--- config.mk ---
export PLATFORM = sky130hd
export DESIGN_NAME = bram_stream_reader
export DESIGN_NICKNAME = d
export VERILOG_FILES = /design/src/rtl/bram_stream_reader_pkg.sv /design/src/rtl/bram_stream_reader.sv
export SDC_FILE = /design/constraint.sdc
export NUM_CORES = 1
export LEC_CHECK = 0
export ABC_CLOCK_PERIOD_IN_PS = 3700
export CORE_MARGIN = 2
export CORE_UTILIZATION = 35
export DETAILED_ROUTE_END_ITERATION = 10
export GPL_TIMING_DRIVEN = 0
export HOLD_SLACK_MARGIN = 0.08
export PLACE_DENSITY_LB_ADDON = 0.2
export SETUP_SLACK_MARGIN = 0.5
export SYNTH_ARGS = -nofsm -noshare
export SYNTH_HDL_FRONTEND = slang
export SYNTH_SLANG_ARGS = --single-unit
--- constraint.sdc ---
create_clock -name CLK -period 3.7 [get_ports CLK]
set_input_delay 0.37 -clock CLK [delete_from_list [all_inputs] [get_ports CLK]]
set_output_delay 0.37 -clock CLK [all_outputs]
set_load 0.03 [all_outputs]
--- src/rtl/bram_stream_reader_pkg.sv ---
// Shared definitions for the BRAM burst-to-stream reader.
// Only the FSM encoding lives here; data and address widths stay module parameters.
package bram_stream_reader_pkg;

    localparam int unsigned StateWidth = 2;

    typedef enum logic [StateWidth-1:0] {
        StIdle  = 2'd0,
        StIssue = 2'd1,
        StDrain = 2'd2
    } state_e;

endpackage

--- src/rtl/bram_stream_reader.sv ---
// Reads a burst of words from a credit-based BRAM read port and presents them
// as a stream through a one-entry output register, with a DONE pulse at the end.
module bram_stream_reader
    import bram_stream_reader_pkg::*;
#(
    parameter int unsigned addr_width = 1,
    parameter int unsigned data_width = 1
) (
    input  logic                  CLK,
    input  logic                  RST_N,
    input  logic [addr_width-1:0] CMD_START,
    input  logic [addr_width:0]   CMD_LEN,
    input  logic                  CMD_EN,
    output logic                  CMD_RDY,
    output logic [addr_width-1:0] MEM_RD_ADDR,
    output logic                  MEM_RD_EN,
    input  logic                  MEM_RD_RDY,
    input  logic [data_width-1:0] MEM_DOUT,
    input  logic                  MEM_DOUT_RDY,
    output logic                  MEM_DOUT_EN,
    output logic [data_width-1:0] OUT_DATA,
    output logic                  OUT_LAST,
    output logic                  OUT_RDY,
    input  logic                  OUT_EN,
    output logic                  DONE
);

    localparam logic [addr_width:0] CntOne = (addr_width + 1)'(1);

    state_e                state_q, state_d;
    logic [addr_width-1:0] addr_q, addr_d;
    logic [addr_width:0]   iss_left_q, iss_left_d;
    logic [addr_width:0]   rcv_left_q, rcv_left_d;
    logic                  done_q, done_d;
    logic [data_width-1:0] out_data_q;
    logic                  out_last_q;
    logic                  out_rdy_q;

    logic busy;
    logic rd_fire;
    logic dout_fire;
    logic last_deq;

    assign busy      = (state_q != StIdle);
    assign rd_fire   = (state_q == StIssue) && MEM_RD_RDY;
    // The output register may refill in the same cycle it is being emptied.
    assign dout_fire = MEM_DOUT_RDY && busy && (!out_rdy_q || OUT_EN);
    assign last_deq  = (state_q == StDrain) && (rcv_left_q == '0) && out_rdy_q
                       && out_last_q && OUT_EN;

    assign CMD_RDY     = (state_q == StIdle);
    assign MEM_RD_EN   = rd_fire;
    assign MEM_RD_ADDR = addr_q;
    assign MEM_DOUT_EN = dout_fire;
    assign OUT_DATA    = out_data_q;
    assign OUT_LAST    = out_last_q;
    assign OUT_RDY     = out_rdy_q;
    assign DONE        = done_q;

    always_comb begin
        state_d    = state_q;
        addr_d     = addr_q;
        iss_left_d = iss_left_q;
        rcv_left_d = rcv_left_q;
        done_d     = 1'b0;

        unique case (state_q)
            StIdle: begin
                if (CMD_EN) begin
                    addr_d     = CMD_START;
                    iss_left_d = CMD_LEN;
                    rcv_left_d = CMD_LEN;
                    if (CMD_LEN == '0) begin
                        done_d = 1'b1;
                    end else begin
                        state_d = StIssue;
                    end
                end
            end
            StIssue: begin
                if (rd_fire) begin
                    addr_d     = addr_q + 1'b1;
                    iss_left_d = iss_left_q - 1'b1;
                    if (iss_left_q == CntOne) begin
                        state_d = StDrain;
                    end
                end
            end
            StDrain: begin
                if (last_deq) begin
                    state_d = StIdle;
                    done_d  = 1'b1;
                end
            end
            default: state_d = StIdle;
        endcase

        // Never fires in StIdle, so it cannot collide with the command load.
        if (dout_fire) begin
            rcv_left_d = rcv_left_q - 1'b1;
        end
    end

    always_ff @(posedge CLK or negedge RST_N) begin
        if (!RST_N) begin
            state_q    <= StIdle;
            addr_q     <= '0;
            iss_left_q <= '0;
            rcv_left_q <= '0;
            done_q     <= 1'b0;
        end else begin
            state_q    <= state_d;
            addr_q     <= addr_d;
            iss_left_q <= iss_left_d;
            rcv_left_q <= rcv_left_d;
            done_q     <= done_d;
        end
    end

    always_ff @(posedge CLK or negedge RST_N) begin
        if (!RST_N) begin
            out_data_q <= '0;
            out_last_q <= 1'b0;
            out_rdy_q  <= 1'b0;
        end else if (dout_fire) begin
            out_data_q <= MEM_DOUT;
            out_last_q <= (rcv_left_q == CntOne);
            out_rdy_q  <= 1'b1;
        end else if (OUT_EN) begin
            out_rdy_q <= 1'b0;
        end
    end

endmodule

==> impl_results.rst <==
.. list-table::
   :header-rows: 1

   * - Metric
     - Value
   * - Result of the run
     - complete, no violations
   * - Core area
     - 1520 µm²
   * - Via count of the first global-routing pass
     - 422
   * - Final-report hold violation count
     - 0
   * - R2R setup slack
     - 2.27 ns
   * - Area growth from synthesis to layout
     - 37.6%
   * - Number of top-level pins
     - 18
   * - Maximum number of pins on one net before global-route repair
     - 12
   * - Most used flip-flop cell after synthesis
     - sky130_fd_sc_hd__dfrtp_1
   * - Clock Root Buffer
     - sky130_fd_sc_hd__clkbuf_4
   * - Measured slew at the worst slew-check pin
     - 0.529 ns
   * - Clock skew
     - 0.00813 ns
   * - Slowest cell delay on critical path
     - 0.73 ns
   * - Share of post-route cells with drive strength above 1
     - 0.105
   * - Total negative slack for setup checks
     - 0 ns
   * - Buffer levels on the longest clock path
     - 2
   * - Maximum net fanout on the critical path
     - 10
   * - DRC violation count after routing
     - 0
   * - Critical Path Start Type
     - register
   * - Cell row count
     - 14
   * - Count of antenna-violating nets left after detailed routing
     - 0
   * - Clock-pin slew of the registers on the worst-case setup and hold paths
     - 0.07 ns
   * - Dominant cell by count in the synthesized netlist
     - sky130_fd_sc_hd__dfrtp_1
   * - Type of the tightest min-delay check
     - in -> async
   * - Cell type with the highest aggregate area in the netlist
     - sky130_fd_sc_hd__dfrtp_1
   * - Library cells used by synthesis
     - 25
   * - Unrepaired setup endpoints after global routing
     - no
   * - Resize count post-CTS
     - 0
   * - Netlist area before placement
     - 576 µm²
   * - Final setup fails
     - 0
   * - Routed vias/inst
     - 5.22
   * - Total number of yosys warnings
     - 0
   * - Final layout net count
     - 90
   * - X dimension of the die
     - 44.6 µm
   * - Area share of the leading cell type in the synthesized netlist
     - 0.478
   * - Chain of cells forming the critical path
     - buf_2 > o21ai_2 > nor2_1 > clkdlybuf4s50_1
   * - First DRT Iteration DRCs
     - 4
   * - Count of flip-flops with a built-in enable after synthesis
     - 0
   * - Critical path data arrival time
     - 1.93 ns
   * - Post-detailed-placement half-perimeter wirelength
     - 862 µm
   * - Min Tclk post-route
     - 2.30 ns
   * - Largest cells by area after synthesis
     - sky130_fd_sc_hd__dfrtp_1 48%, sky130_fd_sc_hd__ha_1 6.5%, sky130_fd_sc_hd__o22a_1 6.1%, sky130_fd_sc_hd__mux2_2 3.9%, sky130_fd_sc_hd__nand2_1 2.6%
   * - IO buf count
     - 17
   * - Post-route fraction of the period consumed by the critical path
     - 0.622
   * - Starting density of the core
     - 0.378
   * - Post-CTS setup buffer count
     - 0
   * - Instance count of the mapped netlist
     - 55
   * - Quantity of hold-fixing buffers added after cts
     - 0
   * - Inserted Diodes
     - 0
   * - First-pass GRT wire length
     - 1.80 mm
   * - Worst ir drop on vdd
     - 0.419 mV
   * - First-pass iteration count of the detailed router
     - 4
   * - CTS Buf Count
     - 3
   * - Count of maximum capacitance violations
     - 0
   * - Global-route usage over all layers
     - 0.133
   * - Clock tree from TritonCTS
     - done
   * - Sinks on the clock net
     - 11
   * - Mean instance size in the synthesized netlist
     - 10.5 µm²
   * - Number of register bits inferred by synthesis
     - 11
   * - Fmax
     - 435 MHz
   * - Cell Pwr Density
     - 838 nW/µm²
   * - Standby leakage power
     - 0.345 nW
   * - List of most frequent post-synthesis cells
     - 11 x sky130_fd_sc_hd__dfrtp_1, 4 x sky130_fd_sc_hd__nand2_1, 4 x sky130_fd_sc_hd__nor2_1, 4 x sky130_fd_sc_hd__o22a_1
   * - Clock latency reported for the late side of the worst-skew pair
     - 0.27 ns
   * - Final max-slew violation count
     - 0
   * - Final std cells w/o fill
     - 92
   * - Initial antenna violation count
     - 0
   * - Die Footprint
     - 1980 µm²
   * - Final wirelength
     - 1.12 mm
   * - Placed insts
     - 88
   * - Max_slew headroom
     - 0.646
   * - Cell with the biggest individual delay on the critical path
     - sky130_fd_sc_hd__clkdlybuf4s50_1
   * - GR Overflow Total
     - 0
   * - Seq/Total Area, Yosys
     - 0.478
   * - Htree depth
     - 1
   * - Critical Path End Type
     - primary output
   * - CP Class
     - reg -> out
   * - Syn_nets
     - 68
   * - Final weighted congestion of routability-driven global placement
     - 0.739
   * - Routed via count
     - 480
   * - Async set-or-reset flop fraction in the synthesized netlist
     - 1.00
   * - Die Ht
     - 44.6 µm
   * - Routed wirelength normalized by instance count
     - 12.2 µm
   * - Data required, critical path
     - 3.33 ns
[cell families after synthesis]
kind of cell | count (synthesis) | synth area share
AOI/OAI and AO/OA | 15 | 0.204
and+or+nand+nor | 19 | 0.176
DFF | 11 | 0.478
muxes | 2 | 0.0391
adders and majority gates | 3 | 0.0652
buffers and inverters | 5 | 0.0370
[flip-flops by register name, summed over array words and instances (netlist names)]
| name | count |
|---|---|
| rcv_left_q | 2 |
| OUT_LAST | 1 |
| MEM_RD_ADDR | 1 |
| state_q | 2 |
| DONE | 1 |
| iss_left_q | 2 |
| OUT_RDY | 1 |
| OUT_DATA | 1 |
[stage by stage]
| stage | utilization | power, mW | setup WS (ns) | instance area, µm² | hold WS (ns) |
|---|---|---|---|---|---|
| floorplan | - | 0.464 | 1.96 | 576 | 0.0744 |
| global placement | 0.502 | 0.584 | 1.42 | 766 | 0.493 |
| detailed placement | 0.502 | 0.590 | 1.43 | 766 | 0.499 |
| CTS | 0.520 | 0.674 | 1.39 | 792 | 0.456 |
| global route | 0.520 | 0.717 | 1.28 | 792 | 0.502 |
| finish | 0.520 | 0.664 | 1.40 | 792 | 0.446 |
[power breakdown]
part	total (mW)	internal (mW)	switching, mW	leakage (nW)
logic	0.375	0.172	0.202	0.198
registers	0.209	0.176	0.0326	0.133
clock network	0.0803	0.0417	0.0386	0.0150
total	0.664	0.390	0.274	0.345
[cell type report]
class                      instances  area, µm²
sequential                        11        275
clock buffer                       4       26.3
tap                               16       20.0
inverter                           3       11.3
buffer                             2       10.0
fill                             151        732
multi-input combinational         39        279
timing repair buffer              17        170
[worst paths after layout]
| check | from | endpoint | depth (start not counted) |
|---|---|---|---|
| worst max-delay path | state_q[1] | MEM_DOUT_EN | 4 |
| worst min-delay path | RST_N | state_q[1] | 1 |
| worst max register to register | state_q[1] | OUT_DATA | 4 |
| worst min register to register | iss_left_q[1] | iss_left_q[1] | 1 |
| max in group asynchronous | RST_N | MEM_RD_ADDR | 1 |
| min in group CLK | iss_left_q[1] | iss_left_q[1] | 1 |
[routing by layer]
metal  track usage  part of all wire
met5             0                 0
met2         0.209              0.47
met1         0.152              0.47
met3        0.0776             0.066
met4        0.0364                 0
[cells in the final DEF (no fill, tap or decap), drive strengths merged, types with 2 or more instances in the layout]
master	Yosys	layout
nor2b	2	2
nand3	2	2
a21oi	2	2
nand2	4	4
dfrtp	11	11
buf	2	2
o22a	4	4
mux2	2	2
o21a	2	2
clkbuf	0	4
nand2b	2	2
nor2	4	4
inv	3	3
clkdlybuf4s50	0	17
ha	3	3
[worst max-delay path, delay by kind of cell, from the launching register on]
family / cells / cell delay, ns
AO/OA/AOI/OAI: 1 / 0.12
buffers and inverters: 2 / 0.95
flip-flops: 1 / 0.35
AND/OR/NAND/NOR: 1 / 0.25
Power figures use the tool's default switching activity.
